===== config.mk =====
export PLATFORM = sky130hd
export DESIGN_NAME = data_cache_flat
export DESIGN_NICKNAME = d
export VERILOG_FILES = /design/src/rtl/data_cache_if.sv /design/src/rtl/data_cache.sv /design/src/flat_wrapper.sv
export SDC_FILE = /design/constraint.sdc
export NUM_CORES = 1
export LEC_CHECK = 0
export CORE_MARGIN = 5
export CORE_UTILIZATION = 33
export DETAILED_ROUTE_END_ITERATION = 8
export PLACE_DENSITY = 0.47
export SLEW_MARGIN = 10
export SYNTH_ARGS = -nofsm -noshare
export SYNTH_HDL_FRONTEND = slang
export SYNTH_SLANG_ARGS = --single-unit
export TNS_END_PERCENT = 20

===== constraint.sdc =====
create_clock -name clk -period 5.3 [get_ports clk]
set_input_delay 1.06 -clock clk [delete_from_list [all_inputs] [get_ports clk]]
set_output_delay 1.06 -clock clk [all_outputs]
set_load 0.01 [all_outputs]

===== src/rtl/data_cache_if.sv =====
// ---------------------------------------------------------------------------
// data_cache_if
// Bundles the load port, the store-commit port and the memory port of
// data_cache.
//   slave  modport : the cache side (takes requests, drives done/data and
//                    the memory request).
//   master modport : the environment side (load/store unit, ROB and memory).
// Signals:
//   dcache_read, dcache_read_addr           load request (held until done)
//   dcache_read_done, dcache_read_data      one-cycle load completion + word
//   dcache_write, dcache_write_addr/data/mask  store commit (held until done)
//   dcache_write_done                       one-cycle store completion
//   mem_req, mem_we, mem_addr, mem_wdata, mem_wmask   memory request
//   mem_ack, mem_rdata                      one-cycle memory completion
// ---------------------------------------------------------------------------
interface data_cache_if;
  logic        dcache_read;
  logic [31:0] dcache_read_addr;
  logic        dcache_read_done;
  logic [31:0] dcache_read_data;

  logic        dcache_write;
  logic [31:0] dcache_write_addr;
  logic [31:0] dcache_write_data;
  logic [3:0]  dcache_write_mask;
  logic        dcache_write_done;

  logic        mem_req;
  logic        mem_we;
  logic [31:0] mem_addr;
  logic [31:0] mem_wdata;
  logic [3:0]  mem_wmask;
  logic        mem_ack;
  logic [31:0] mem_rdata;

  modport slave (
    input  dcache_read, dcache_read_addr,
    output dcache_read_done, dcache_read_data,
    input  dcache_write, dcache_write_addr, dcache_write_data, dcache_write_mask,
    output dcache_write_done,
    output mem_req, mem_we, mem_addr, mem_wdata, mem_wmask,
    input  mem_ack, mem_rdata
  );

  modport master (
    output dcache_read, dcache_read_addr,
    input  dcache_read_done, dcache_read_data,
    output dcache_write, dcache_write_addr, dcache_write_data, dcache_write_mask,
    input  dcache_write_done,
    input  mem_req, mem_we, mem_addr, mem_wdata, mem_wmask,
    output mem_ack, mem_rdata
  );
endinterface


===== src/rtl/data_cache.sv =====
// ---------------------------------------------------------------------------
// data_cache
// Direct-mapped, one-word-per-line, write-through / no-write-allocate data
// cache between a load/store unit and a simple ack-based memory.
//
// Ports:
//   clk        clock, all state changes on the rising edge
//   rst        synchronous, active-high reset
//   dc         data_cache_if.slave: load port, store port, memory port
//   hit_count  (DCACHE_STATS_EN only) saturating count of read hits
//   miss_count (DCACHE_STATS_EN only) saturating count of read misses
//
// Parameters:
//   LINES    number of lines (power of two)
//   INDEX_W  log2(LINES)
//
// Optional build macro: DCACHE_STATS_EN adds the hit/miss counters and their
// output ports. Without it the cache behaves identically, minus the counters.
//
// Behaviour summary:
//   IDLE  : store pending -> WRITE (stores win over loads);
//           load hit -> RESP (line word latched); load miss -> MISS.
//   RESP  : one-cycle read_done with the latched word.
//   MISS  : memory read until ack; ack fills the line and is also the
//           read_done cycle (mem_rdata forwarded straight through).
//   WRITE : memory write until ack; ack updates the line on a tag hit
//           (masked bytes only) and pulses write_done.
//   Every done returns to IDLE, so a request still held high is re-examined
//   only after a full IDLE cycle.
// ---------------------------------------------------------------------------
module data_cache #(
  parameter int LINES   = 16,
  parameter int INDEX_W = 4
) (
  input  logic        clk,
  input  logic        rst,
  data_cache_if.slave dc
`ifdef DCACHE_STATS_EN
  ,
  output logic [31:0] hit_count,
  output logic [31:0] miss_count
`endif
);

  localparam int TAG_W = 30 - INDEX_W;

  typedef enum logic [1:0] {
    IDLE,
    RESP,
    MISS,
    WRITE
  } state_t;

  state_t state_reg, state_next;

  // Line storage. Valid bits are flops so reset can clear them all at once;
  // tags and data carry no reset.
  logic [LINES-1:0] valid_reg;
  logic [TAG_W-1:0] tag_mem  [LINES];
  logic [31:0]      data_mem [LINES];

  // Transaction registers captured when leaving IDLE; they keep the memory
  // request stable for the whole MISS/WRITE even if the port wiggles.
  logic [29:0] word_addr_reg;   // word address (byte address >> 2)
  logic [31:0] wdata_reg;
  logic [3:0]  mask_reg;
  logic [31:0] resp_data_reg;   // word returned in RESP

  // -------------------------------------------------------------------------
  // Lookup for the incoming load (decides RESP vs MISS while in IDLE)
  // -------------------------------------------------------------------------
  logic [INDEX_W-1:0] rd_index;
  logic [TAG_W-1:0]   rd_tag;
  logic               rd_hit;

  assign rd_index = dc.dcache_read_addr[INDEX_W+1:2];
  assign rd_tag   = dc.dcache_read_addr[31:INDEX_W+2];
  assign rd_hit   = valid_reg[rd_index] && (tag_mem[rd_index] == rd_tag);

  // -------------------------------------------------------------------------
  // Lookup for the in-flight transaction (line fill / store update on ack)
  // -------------------------------------------------------------------------
  logic [INDEX_W-1:0] txn_index;
  logic [TAG_W-1:0]   txn_tag;
  logic               txn_hit;
  logic [31:0]        txn_word;
  logic [31:0]        merged_word;

  assign txn_index = word_addr_reg[INDEX_W-1:0];
  assign txn_tag   = word_addr_reg[29:INDEX_W];
  assign txn_hit   = valid_reg[txn_index] && (tag_mem[txn_index] == txn_tag);
  assign txn_word  = data_mem[txn_index];

  // Byte merge for a store hit: only enabled bytes take the store data.
  for (genvar gi = 0; gi < 4; gi++) begin : g_merge
    assign merged_word[8*gi +: 8] = mask_reg[gi] ? wdata_reg[8*gi +: 8]
                                                 : txn_word[8*gi +: 8];
  end

  // Line-update strobes. Gated by rst so a reset that lands on the ack
  // cycle still abandons the transaction.
  logic fill_en;
  logic store_hit_en;

  assign fill_en      = (state_reg == MISS)  && dc.mem_ack && !rst;
  assign store_hit_en = (state_reg == WRITE) && dc.mem_ack && txn_hit && !rst;

  // Start-of-transaction decode, shared by the registers and the counters.
  logic start_write;
  logic start_read_hit;
  logic start_read_miss;

  assign start_write     = (state_reg == IDLE) && dc.dcache_write;
  assign start_read_hit  = (state_reg == IDLE) && !dc.dcache_write &&
                           dc.dcache_read && rd_hit;
  assign start_read_miss = (state_reg == IDLE) && !dc.dcache_write &&
                           dc.dcache_read && !rd_hit;

  // -------------------------------------------------------------------------
  // FSM: state register
  // -------------------------------------------------------------------------
  always_ff @(posedge clk) begin
    if (rst) begin
      state_reg <= IDLE;
    end else begin
      state_reg <= state_next;
    end
  end

  // -------------------------------------------------------------------------
  // FSM: next state and outputs
  // -------------------------------------------------------------------------
  always_comb begin
    state_next           = state_reg;
    dc.dcache_read_done  = 1'b0;
    dc.dcache_read_data  = 32'd0;
    dc.dcache_write_done = 1'b0;
    dc.mem_req           = 1'b0;
    dc.mem_we            = 1'b0;
    dc.mem_addr          = 32'd0;
    dc.mem_wdata         = 32'd0;
    dc.mem_wmask         = 4'd0;

    case (state_reg)
      IDLE: begin
        if (dc.dcache_write) begin
          state_next = WRITE;
        end else if (dc.dcache_read) begin
          state_next = rd_hit ? RESP : MISS;
        end
      end

      RESP: begin
        dc.dcache_read_done = 1'b1;
        dc.dcache_read_data = resp_data_reg;
        state_next          = IDLE;
      end

      MISS: begin
        dc.mem_req  = 1'b1;
        dc.mem_addr = {word_addr_reg, 2'b00};
        if (dc.mem_ack) begin
          // Forward the fill word in the ack cycle instead of waiting a
          // cycle for the line to be written.
          dc.dcache_read_done = 1'b1;
          dc.dcache_read_data = dc.mem_rdata;
          state_next          = IDLE;
        end
      end

      WRITE: begin
        dc.mem_req   = 1'b1;
        dc.mem_we    = 1'b1;
        dc.mem_addr  = {word_addr_reg, 2'b00};
        dc.mem_wdata = wdata_reg;
        dc.mem_wmask = mask_reg;
        if (dc.mem_ack) begin
          dc.dcache_write_done = 1'b1;
          state_next           = IDLE;
        end
      end

      default: begin
        state_next = IDLE;
      end
    endcase

    // Reset overrides everything the same cycle: no done, no memory request.
    if (rst) begin
      state_next           = IDLE;
      dc.dcache_read_done  = 1'b0;
      dc.dcache_read_data  = 32'd0;
      dc.dcache_write_done = 1'b0;
      dc.mem_req           = 1'b0;
      dc.mem_we            = 1'b0;
      dc.mem_addr          = 32'd0;
      dc.mem_wdata         = 32'd0;
      dc.mem_wmask         = 4'd0;
    end
  end

  // -------------------------------------------------------------------------
  // Transaction capture
  // -------------------------------------------------------------------------
  always_ff @(posedge clk) begin
    if (rst) begin
      word_addr_reg <= 30'd0;
      wdata_reg     <= 32'd0;
      mask_reg      <= 4'd0;
      resp_data_reg <= 32'd0;
    end else if (start_write) begin
      word_addr_reg <= dc.dcache_write_addr[31:2];
      wdata_reg     <= dc.dcache_write_data;
      mask_reg      <= dc.dcache_write_mask;
    end else if (start_read_hit || start_read_miss) begin
      word_addr_reg <= dc.dcache_read_addr[31:2];
      if (start_read_hit) begin
        resp_data_reg <= data_mem[rd_index];
      end
    end
  end

  // -------------------------------------------------------------------------
  // Valid bits
  // -------------------------------------------------------------------------
  always_ff @(posedge clk) begin
    if (rst) begin
      valid_reg <= '0;
    end else if (fill_en) begin
      valid_reg[txn_index] <= 1'b1;
    end
  end

  // -------------------------------------------------------------------------
  // Tag and data arrays. A fill replaces the whole line; a store hit
  // rewrites the data word with the masked merge and leaves the tag alone.
  // Store misses never touch the arrays (no write-allocate).
  // -------------------------------------------------------------------------
  always_ff @(posedge clk) begin
    if (fill_en) begin
      tag_mem[txn_index]  <= txn_tag;
      data_mem[txn_index] <= dc.mem_rdata;
    end else if (store_hit_en) begin
      data_mem[txn_index] <= merged_word;
    end
  end

`ifdef DCACHE_STATS_EN
  // -------------------------------------------------------------------------
  // Read hit/miss statistics, counted at the IDLE decision, saturating.
  // -------------------------------------------------------------------------
  logic [31:0] hit_count_reg;
  logic [31:0] miss_count_reg;

  always_ff @(posedge clk) begin
    if (rst) begin
      hit_count_reg  <= 32'd0;
      miss_count_reg <= 32'd0;
    end else begin
      if (start_read_hit && (hit_count_reg != 32'hFFFF_FFFF)) begin
        hit_count_reg <= hit_count_reg + 32'd1;
      end
      if (start_read_miss && (miss_count_reg != 32'hFFFF_FFFF)) begin
        miss_count_reg <= miss_count_reg + 32'd1;
      end
    end
  end

  assign hit_count  = hit_count_reg;
  assign miss_count = miss_count_reg;
`endif

endmodule


===== src/flat_wrapper.sv =====
// flat-port wrapper written by rule: the top's interface ports become plain ports
module data_cache_flat 
#(
  parameter int LINES   = 16,
  parameter int INDEX_W = 4
)
  (clk, rst, dc_dcache_read, dc_dcache_read_addr, dc_dcache_read_done, dc_dcache_read_data, dc_dcache_write, dc_dcache_write_addr, dc_dcache_write_data, dc_dcache_write_mask, dc_dcache_write_done, dc_mem_req, dc_mem_we, dc_mem_addr, dc_mem_wdata, dc_mem_wmask, dc_mem_ack, dc_mem_rdata);
  data_cache_if dc_i ();
  input  logic clk;
  input  logic rst;
  input wire logic [$bits(dc_i.dcache_read)-1:0] dc_dcache_read;
  input wire logic [$bits(dc_i.dcache_read_addr)-1:0] dc_dcache_read_addr;
  output wire logic [$bits(dc_i.dcache_read_done)-1:0] dc_dcache_read_done;
  output wire logic [$bits(dc_i.dcache_read_data)-1:0] dc_dcache_read_data;
  input wire logic [$bits(dc_i.dcache_write)-1:0] dc_dcache_write;
  input wire logic [$bits(dc_i.dcache_write_addr)-1:0] dc_dcache_write_addr;
  input wire logic [$bits(dc_i.dcache_write_data)-1:0] dc_dcache_write_data;
  input wire logic [$bits(dc_i.dcache_write_mask)-1:0] dc_dcache_write_mask;
  output wire logic [$bits(dc_i.dcache_write_done)-1:0] dc_dcache_write_done;
  output wire logic [$bits(dc_i.mem_req)-1:0] dc_mem_req;
  output wire logic [$bits(dc_i.mem_we)-1:0] dc_mem_we;
  output wire logic [$bits(dc_i.mem_addr)-1:0] dc_mem_addr;
  output wire logic [$bits(dc_i.mem_wdata)-1:0] dc_mem_wdata;
  output wire logic [$bits(dc_i.mem_wmask)-1:0] dc_mem_wmask;
  input wire logic [$bits(dc_i.mem_ack)-1:0] dc_mem_ack;
  input wire logic [$bits(dc_i.mem_rdata)-1:0] dc_mem_rdata;
  assign dc_i.dcache_read = dc_dcache_read;
  assign dc_i.dcache_read_addr = dc_dcache_read_addr;
  assign dc_dcache_read_done = dc_i.dcache_read_done;
  assign dc_dcache_read_data = dc_i.dcache_read_data;
  assign dc_i.dcache_write = dc_dcache_write;
  assign dc_i.dcache_write_addr = dc_dcache_write_addr;
  assign dc_i.dcache_write_data = dc_dcache_write_data;
  assign dc_i.dcache_write_mask = dc_dcache_write_mask;
  assign dc_dcache_write_done = dc_i.dcache_write_done;
  assign dc_mem_req = dc_i.mem_req;
  assign dc_mem_we = dc_i.mem_we;
  assign dc_mem_addr = dc_i.mem_addr;
  assign dc_mem_wdata = dc_i.mem_wdata;
  assign dc_mem_wmask = dc_i.mem_wmask;
  assign dc_i.mem_ack = dc_mem_ack;
  assign dc_i.mem_rdata = dc_mem_rdata;
  data_cache #(.LINES(LINES), .INDEX_W(INDEX_W)) u_core (.clk(clk), .rst(rst), .dc(dc_i));
endmodule

* Word level (Yosys, flattened, before mapping)
Memory sizes are Yosys's and may differ from the RTL's. A register that Yosys moved wholly into a read port is not among the register bits.
Cells that the tools add are included.
** Storage, ports and cells
- Bits in registers :: 84
- Memory bits (writable) :: 928
- Output and inout port bits :: 104
- Memories :: 2
** Cells by class
- Magnitude comparators :: 3
- Equal/unequal tests :: 11
- Muxes and demuxes :: 46
- Bitwise logic cells :: 6
- Reductions and logical operators :: 26
** Memories
- u_core.data_mem :: depth 16, bits a word 32, rd ports 1, clocked after memory_dff 1, write ports 1, RTL line data_cache.sv:60 : logic [31:0] data_mem [LINES];
- u_core.tag_mem :: depth 16, bits a word 26, rd ports 2, clocked after memory_dff 1, write ports 1, RTL line data_cache.sv:59 : logic [TAG_W-1:0] tag_mem [LINES];
** Operators by type and width (count)
- $mux 32 :: 6
- $mux 8 :: 8
- $pmux 32 s2 :: 1
- $mux 30 :: 2
- $eq 26x26->1 :: 2
- $mux 1 :: 16
- $mux 4 :: 4
- $or 16x16->16 :: 1
- $logic_and 1x1->1 :: 13
- $lt 4x5->1 const B :: 2
- $reduce_and 2->1 :: 5
- $bmux 1 s4 :: 2
- $mux 2 :: 4
- $pmux 2 s3 :: 1
- $demux 1 s4 :: 1
- $eq 2x2->1 const B :: 2
- $ge 4x1->1 const B :: 1
- $ne 1x1->1 const B :: 4
- $or 1x1->1 :: 4
- $logic_not 1->1 :: 3
- $ne 3x3->1 const B :: 1
- $reduce_and 3->1 :: 1
- $eq 2x1->1 const B :: 1
- $logic_not 2->1 :: 1
- 6 further kinds :: 6

* Longest topological paths before layout
Gate-level depths: netlist of the first run.
- Depth in word-level cells :: 10
- Depth in mapped cells :: 16
- Gate-level depth less buffers :: 9

* Worst setup path before layout of the first run
No wires, ideal clock.
- Path kind :: input -> register
- Start point :: input port dc_dcache_read_addr[2]
- End point :: register u_core.resp_data_reg[10] (read register of u_core.data_mem)
- Library setup time :: 0.132 ns
- Arrival time :: 3.973 ns
- Data required time :: 5.168 ns
- Path slack :: 1.195 ns
- Stages on the path :: 12
- Path buffers :: 8
- Cell sequence :: buf_4 -> buf_12 -> buf_6 -> buf_4 -> buf_4 -> buf_2 -> buf_2 -> buf_2 -> mux4_2 -> mux4_2 -> nand4_1 -> a21oi_1
** On the way
- Cells in the longest elaborated chain, start to end :: 7
- Elaborated cells between the ends (all ways) :: 10
** RTL lines
- start, declared :: RTL line flat_wrapper.sv:12 : input wire logic [$bits(dc_i.dcache_read_addr)-1:0] dc_dcache_read_addr;
- $mem_v2 16x26 / $bmux 1 s4 (equally long branches)
- $eq 26x26->1 / $mux 1 (equally long branches) :: RTL line data_cache.sv:78 : assign rd_hit = valid_reg[rd_index] && (tag_mem[rd_index] == rd_tag);
- $logic_and 1x1->1 :: RTL line data_cache.sv:78
- $logic_not 1->1 :: RTL line data_cache.sv:117 : dc.dcache_read && !rd_hit;
- $logic_and 1x1->1 :: RTL line data_cache.sv:117
- $logic_or 1x1->1 :: RTL line data_cache.sv:215 : end else if (start_read_hit || start_read_miss) begin
- $reduce_and 3->1 (no source line)
- end, declared :: RTL line data_cache.sv:67 : logic [31:0] resp_data_reg;
Several ways; a longest one is shown, not always the timed one. The select of a mux whose other input is x is not followed.
A chain may end at the register's enable or synchronous reset.

==> results.tsv, run 1 <==
metric	value	unit
outcome	completed	
register clock-pin slew on the reported worst setup and hold paths	0.06	ns
final hold slack	0.466	ns
drt via density	5.45	
first-pass GRT wire length	205	mm
Hold Path Depth	2	
Crit path top cell by count	buf_4	
Avg Inst Size Synth	17.3	sq um
DRT iter0 DRCs	2458	
via count	27100	
full die area	147000	sq um
RSZ-0062 raised after global routing	no	
Slew Limit Fails	0	
CTS H-tree lvls	3	
NumNets Final	3131	
die span in x	383	um
CTS Buffer Depth	3	
core area	139000	sq um
Leakage	17.5	nW
post-route cell area	55400	sq um
Async S/R FF share, synth	0	%
Syn Inst Count	2662	
Period minus WS final	4.72	ns
register bit total from synthesis	1048	
sequential-to-total area share from yosys stat	65.9	%
CTS tree	built	
Synth Cell Area	45900	sq um
Most flops, register	u_core.data_mem	
Max-Cap Viols	0	
Sink Count	1048	
Largest delay share family, worst path	buffers and inverters	
HPWL Detailed	93.2	mm
Slew @ Worst Pin	1.09	ns
Worst IR Drop VDD	296	uV
count of final setup violators	0	
Main synth FF type	edfxtp_1	
Final period util	89.0	%
antenna-violating nets left	0	
vias in the first global route	28300	
Setup TNS	0	ns
PD cells	361	nW/um^2
Routability Congestion	0.820	
Post-synth EDFFs	928	
GRT Util Overall	19.2	%
share of cells above drive strength 1	24.6	%
instance count on the critical path	13	
share of the synthesized area in the top cell type	60.6	%
Inserted Clock Buffers	115	
P&R area growth vs syn	20.6	%
TritonRoute pass-1 iters	5	
cell at the root of the clock tree	clkbuf_16	
kind of start point of the critical path	flip-flop	
Worst Skew	0.0659	ns
slowest stage delay, CP	0.88	ns
CP arrival	5.12	ns
Regs by FF count	u_core.data_mem (512), u_core.tag_mem (416)	
io pins	241	
Clock Latency Late Sink	0.75	ns
endpoint class of the critical path	flip-flop	
Slowest cell on crit path	dfxtp_4	
Initial Utilization	33.1	%
flip-flop count of the largest register after layout	512	
total wire length	143	mm
number of diodes	0	
relative slew slack	27.5	%
Netlist cell types	68	
Final Hold Viols	0	
critical path class	flip-flop to flip-flop	
Area contributors post-synth	edfxtp_1, mux4_2, dfxtp_1, mux2i_1, a21oi_1	
Port Buf Inserts	234	
Rows	137	
Syn. warnings	0	
Synth area leader	edfxtp_1	
GRT Residual Overflow	0	
largest net degree at the start of global routing	71	
CP cell instances	buf_4, mux4_2, mux2i_1, mux2i_1, xnor2_1, nand4_1, nor3_1, buf_4, nand3_1, buf_12, buf_4, a21oi_1, buf_4	
critical path required time	5.71	ns
Worst R2R Path Depth	13	
Placed Area	51500	sq um
CTS resizes	0	
DIE HEIGHT	383	um
Peak Freq	212	MHz
Hold WC Path Type	flip-flop to flip-flop	
Buf/Inv on CP	5	
DRC	0	
per-cell routed wire length	28.7	um
initial antenna violation count	8	
postcts setup bufs	0	
Layout fillers	12500	
Worst Path Max Fanout	34	
cts hold-fix bufs	0	
==> cells by family after synthesis <==
group	synth area share [%]
xor+xnor	1.09
flops	65.9
fa+ha+maj	0.136
buf+inv	2.39
other cells	0.00816
simple gates	4.66
mux	20.4
compound gates	5.47
==> cell usage in the layout, fill, tap and decap left out, types with 12 or more instances in the layout <==
cell type and count:
edfxtp_1 928, mux4_2 341, clkdlybuf4s50_1 229, a21oi_1 174, buf_4 157, nand2_1 132
mux2i_1 121, dfxtp_1 116, clkbuf_16 115, a22oi_1 99, and2_1 68, nor2_1 54
nand4_1 38, xnor2_1 35, o31ai_1 35, clkinv_1 27, inv_1 26, nand3_1 26
mux2_2 25, buf_12 24, xor2_1 22, clkinv_2 22, o22ai_1 21, nor2_4 19
nor3_1 19, clkbuf_1 18, bufinv_16 15, o21ai_0 14, nor2b_1 12
==> where the power goes <==
part / switching [mW] / internal, mW / leakage, nW
Combinational: 1.35 / 0.961 / 6.18
Clock: 3.37 / 4.83 / 1.92
Sequential: 0.306 / 9.22 / 9.40
==> path summary, 6_finish.rpt <==
| check | startpoint | endpoint | slack (ns) |
|---|---|---|---|
| max | flip-flop | u_core.data_mem[12][2]$_DFFE_PP_ | 0.58 |
| max reg2reg | flip-flop | u_core.data_mem[12][2]$_DFFE_PP_ | 0.58 |
| min reg2reg | u_core.wdata_reg[1]$_SDFFE_PP0P_ | u_core.wdata_reg[1]$_SDFFE_PP0P_ | 0.47 |
| min | u_core.wdata_reg[1]$_SDFFE_PP0P_ | u_core.wdata_reg[1]$_SDFFE_PP0P_ | 0.47 |
==> synth_stat cells (25+ instances only) <==
cell,n
mux2_2,25
clkbuf_1,111
dfxtp_1,120
a22oi_1,99
nand2_1,133
edfxtp_1,928
inv_1,26
nand4_1,38
nor2_1,74
nand3_1,27
and2_1,69
mux2i_1,121
xnor2_1,35
o31ai_1,35
a21oi_1,174
buf_2,49
mux4_2,341
==> tightest hold or removal path: stages, from the launching register on <==
cell and delay [ns]:
dfxtp_1 0.31, nand2_1 0.05, a21oi_1 0.05
==> layer usage <==
metal  wire length, um  GRT usage [%]
met5                 0         0.0992
met4              3810           5.88
met2             67600           31.0
met1             61500           26.5
met3              9740           3.52
==> per-stage QoR <==
step | worst slack [ns] | total power, mW | utilization (%) | cells
after global routing | 0.336 | 20.8 | 39.9 | 4965
final | 0.583 | 20.0 | 39.9 | 4965
after detailed placement | 0.190 | 12.0 | 37.0 | 4748
after global placement | 0.163 | 12.0 | 37.0 | 4748
after floorplan | 1.19 | 11.0 | - | 2663
after CTS | 0.549 | 20.3 | 39.9 | 4965
==> layout make-up <==
class,instances,area (sq um),area share [%]
sequential,1048,30300,54.6
multi-input combinational,1382,14800,26.6
timing repair buffer,415,4000,7.22
clock buffer,140,3040,5.49
tap,1876,2350,4.23
clock inverter,77,891,1.61
inverter,27,104,0.187
Power figures use the tool's default switching activity.
==> run 2, diff against run 1 <==
DONT_BUFFER_PORTS = 1   (was not set)
PLACE_DENSITY = 0.45   (was 0.47)
clock period = 4.8 ns   (was 5.3 ns; I/O delays follow)
==> run 2 against run 1 <==
Net effect:
- non-clock buffer count decreased by 243
- combinational power rose by 2%
- final cell count decreased by 4.7%
- clock power grew 9.3%
- sequential share of layout area rose by 2.5 points
- core utilization decreased by 1.8 points
- worst setup slack got worse by 0.27 ns
- design area decreased by 4.4%
- hold slack lost 0.17 ns
- global-route usage grew 0.13 points
- die area did not move
- critical endpoint is now u_core.data_mem[1][4]$_DFFE_PP_
- routed wire length increased by 0.60%
==> results.tsv, run 2 (synthesized netlist as in run 1, its figures left out) <==
metric	value	unit
outcome	completed	
Initial Utilization	33.1	%
via count	26100	
Leakage	16.6	nW
CTS H-tree lvls	3	
share of cells above drive strength 1	26.3	%
Slew Limit Fails	0	
die span in x	383	um
critical path class	flip-flop to flip-flop	
HPWL Detailed	90.9	mm
cell at the root of the clock tree	clkbuf_16	
Worst Path Max Fanout	29	
hold path endpoint	u_core.resp_data_reg[18]$_SDFFE_PP0P_	
CP arrival	4.94	ns
final hold slack	0.300	ns
TritonRoute pass-1 iters	5	
Worst IR Drop VDD	304	uV
GRT Residual Overflow	0	
CTS Buffer Depth	3	
Hold WC Path Type	input port to flip-flop	
drt via density	5.53	
Largest delay share family, worst path	multiplexers	
cts hold-fix bufs	0	
core area	139000	sq um
RSZ-0062 raised after global routing	no	
Slowest cell on crit path	dfxtp_4	
register clock-pin slew on the reported worst setup and hold paths	0.06	ns
Most flops, register	u_core.data_mem	
per-cell routed wire length	30.3	um
total wire length	144	mm
relative slew slack	8.80	%
Period minus WS final	4.48	ns
DRT iter0 DRCs	2401	
endpoint class of the critical path	flip-flop	
Port Buf Inserts	0	
DRC	0	
Peak Freq	223	MHz
vias in the first global route	27400	
antenna-violating nets left	0	
Sink Count	1048	
slowest stage delay, CP	0.61	ns
Regs by FF count	u_core.data_mem (512), u_core.tag_mem (416)	
DIE HEIGHT	383	um
CP cell instances	buf_12, buf_4, mux4_2, mux2i_1, nor2_1, o31ai_1, o221ai_1, nor4_4, buf_4, nand3_1, buf_12, mux2_1, buf_12	
Layout fillers	12700	
most frequent cells in the layout	edfxtp_1, mux4_2, a21oi_1, buf_4, nand2_1	
flip-flop count of the largest register after layout	512	
Clock Latency Late Sink	0.74	ns
initial antenna violation count	7	
kind of start point of the critical path	flip-flop	
count of final setup violators	0	
io pins	241	
Worst R2R Path Depth	13	
P&R area growth vs syn	15.3	%
Post-Layout Cell Count	4730	
Buf/Inv on CP	5	
full die area	147000	sq um
Rows	137	
total placed cells including tap cells	4504	
Reg2Reg Capture Point	u_core.data_mem[1][4]$_DFFE_PP_	
commonest non-fill, non-tap cell in the layout	edfxtp_1	
Hold Path Depth	1	
Min-Delay Startpoint	rst	
Crit path top cell by count	buf_12	
first-pass GRT wire length	204	mm
largest net degree at the start of global routing	268	
critical path required time	5.26	ns
CTS tree	built	
Routability Congestion	0.850	
NumNets Final	2890	
r2r setup slk	0.32	ns
Final period util	93.4	%
Slew @ Worst Pin	1.37	ns
GRT Util Overall	19.3	%
Worst Skew	0.0478	ns
Final Hold Viols	0	
Max-Cap Viols	0	
PD cells	411	nW/um^2
Inserted Clock Buffers	117	
-- run 2: changes by cell type in the layout (fill, tap and decap cells not counted), sizes merged --
cell and change:
clkdlybuf4s50 -229, buf -14, clkbuf +8, bufinv -3, clkinvlp +3, diode +2, clkinv -1, inv -1
-- run 2: per-layer routing --
metal  track usage, %  wire [um]  vias to the layer above
li1                 -          -                    11000
met1             26.0      60500                    13900
met2             31.6      68700                      983
met3             4.59      10800                      199
met4             5.02       3540                        2
met5                0         11                        -
-- run 2: worst max-delay path by stage --
stage,end,slack (ns),cells after the start
detailed placement,u_core.data_mem[6][13]$_DFFE_PP_,-0.02,12
global placement,u_core.data_mem[4][13]$_DFFE_PP_,0.01,12
global route,u_core.data_mem[6][10]$_DFFE_PP_,0.16,14
CTS,u_core.data_mem[7][13]$_DFFE_PP_,0.1,12
floorplan,u_core.data_mem[15][0]$_DFFE_PP_,0.79,13
finish,u_core.data_mem[1][4]$_DFFE_PP_,0.32,13
-- run 2: what timing repair did --
item                                    4_1_cts  5_1_grt
endpoints found under the setup margin       22      146
endpoints found under the hold margin         0        0
buffers inserted                              1        0
resized for setup                             0        2
-- run 2: where the power goes --
| group | internal, mW | leakage (nW) | switching [mW] | total, mW |
|---|---|---|---|---|
| Clock | 5.22 | 1.89 | 3.74 | 8.96 |
| Sequential | 10.2 | 9.40 | 0.275 | 10.5 |
| Combinational | 0.957 | 5.27 | 1.40 | 2.36 |
-- run 2: area by class of cell --
cell class / count / area [sq um] / share of cell area [%]
Sequential cell: 1048 / 30300 / 57.2
Multi-Input combinational cell: 1382 / 14800 / 27.9
Clock buffer: 148 / 3090 / 5.84
Tap cell: 1876 / 2350 / 4.43
Timing Repair Buffer: 172 / 1580 / 2.98
Clock inverter: 75 / 779 / 1.47
Inverter: 27 / 104 / 0.196
Antenna cell: 2 / 5.00 / 0.00945
-- run 2: through the flow --
stage / setup TNS, ns / instance area (sq um) / utilization, % / worst slack [ns] / power, mW
2_1_floorplan: 0 / 46000 / - / 0.787 / 12.1
3_3_place_gp: 0 / 49100 / 35.3 / 0.0123 / 12.9
3_5_place_dp: -0.495 / 49100 / 35.3 / -0.0188 / 13.0
4_1_cts: 0 / 53000 / 38.1 / 0.0995 / 22.0
5_1_grt: 0 / 53000 / 38.1 / 0.161 / 22.5
6_report: 0 / 53000 / 38.1 / 0.317 / 21.8
-- run 2: worst reg2reg max path, stage by stage (launching register included) --
cell and delay [ns]:
dfxtp_4 0.61, buf_12 0.32, buf_4 0.26, mux4_2 0.51, mux2i_1 0.37, nor2_1 0.10, o31ai_1 0.21, o221ai_1 0.22
nor4_4 0.46, buf_4 0.27, nand3_1 0.14, buf_12 0.19, mux2_1 0.41, buf_12 0.16
==> run 3, diff against run 2 <==
SKIP_LAST_GASP = 1   (was not set)
==> results of run 3 <==
Final layout, timing and power as in run 2 (identical DEF).
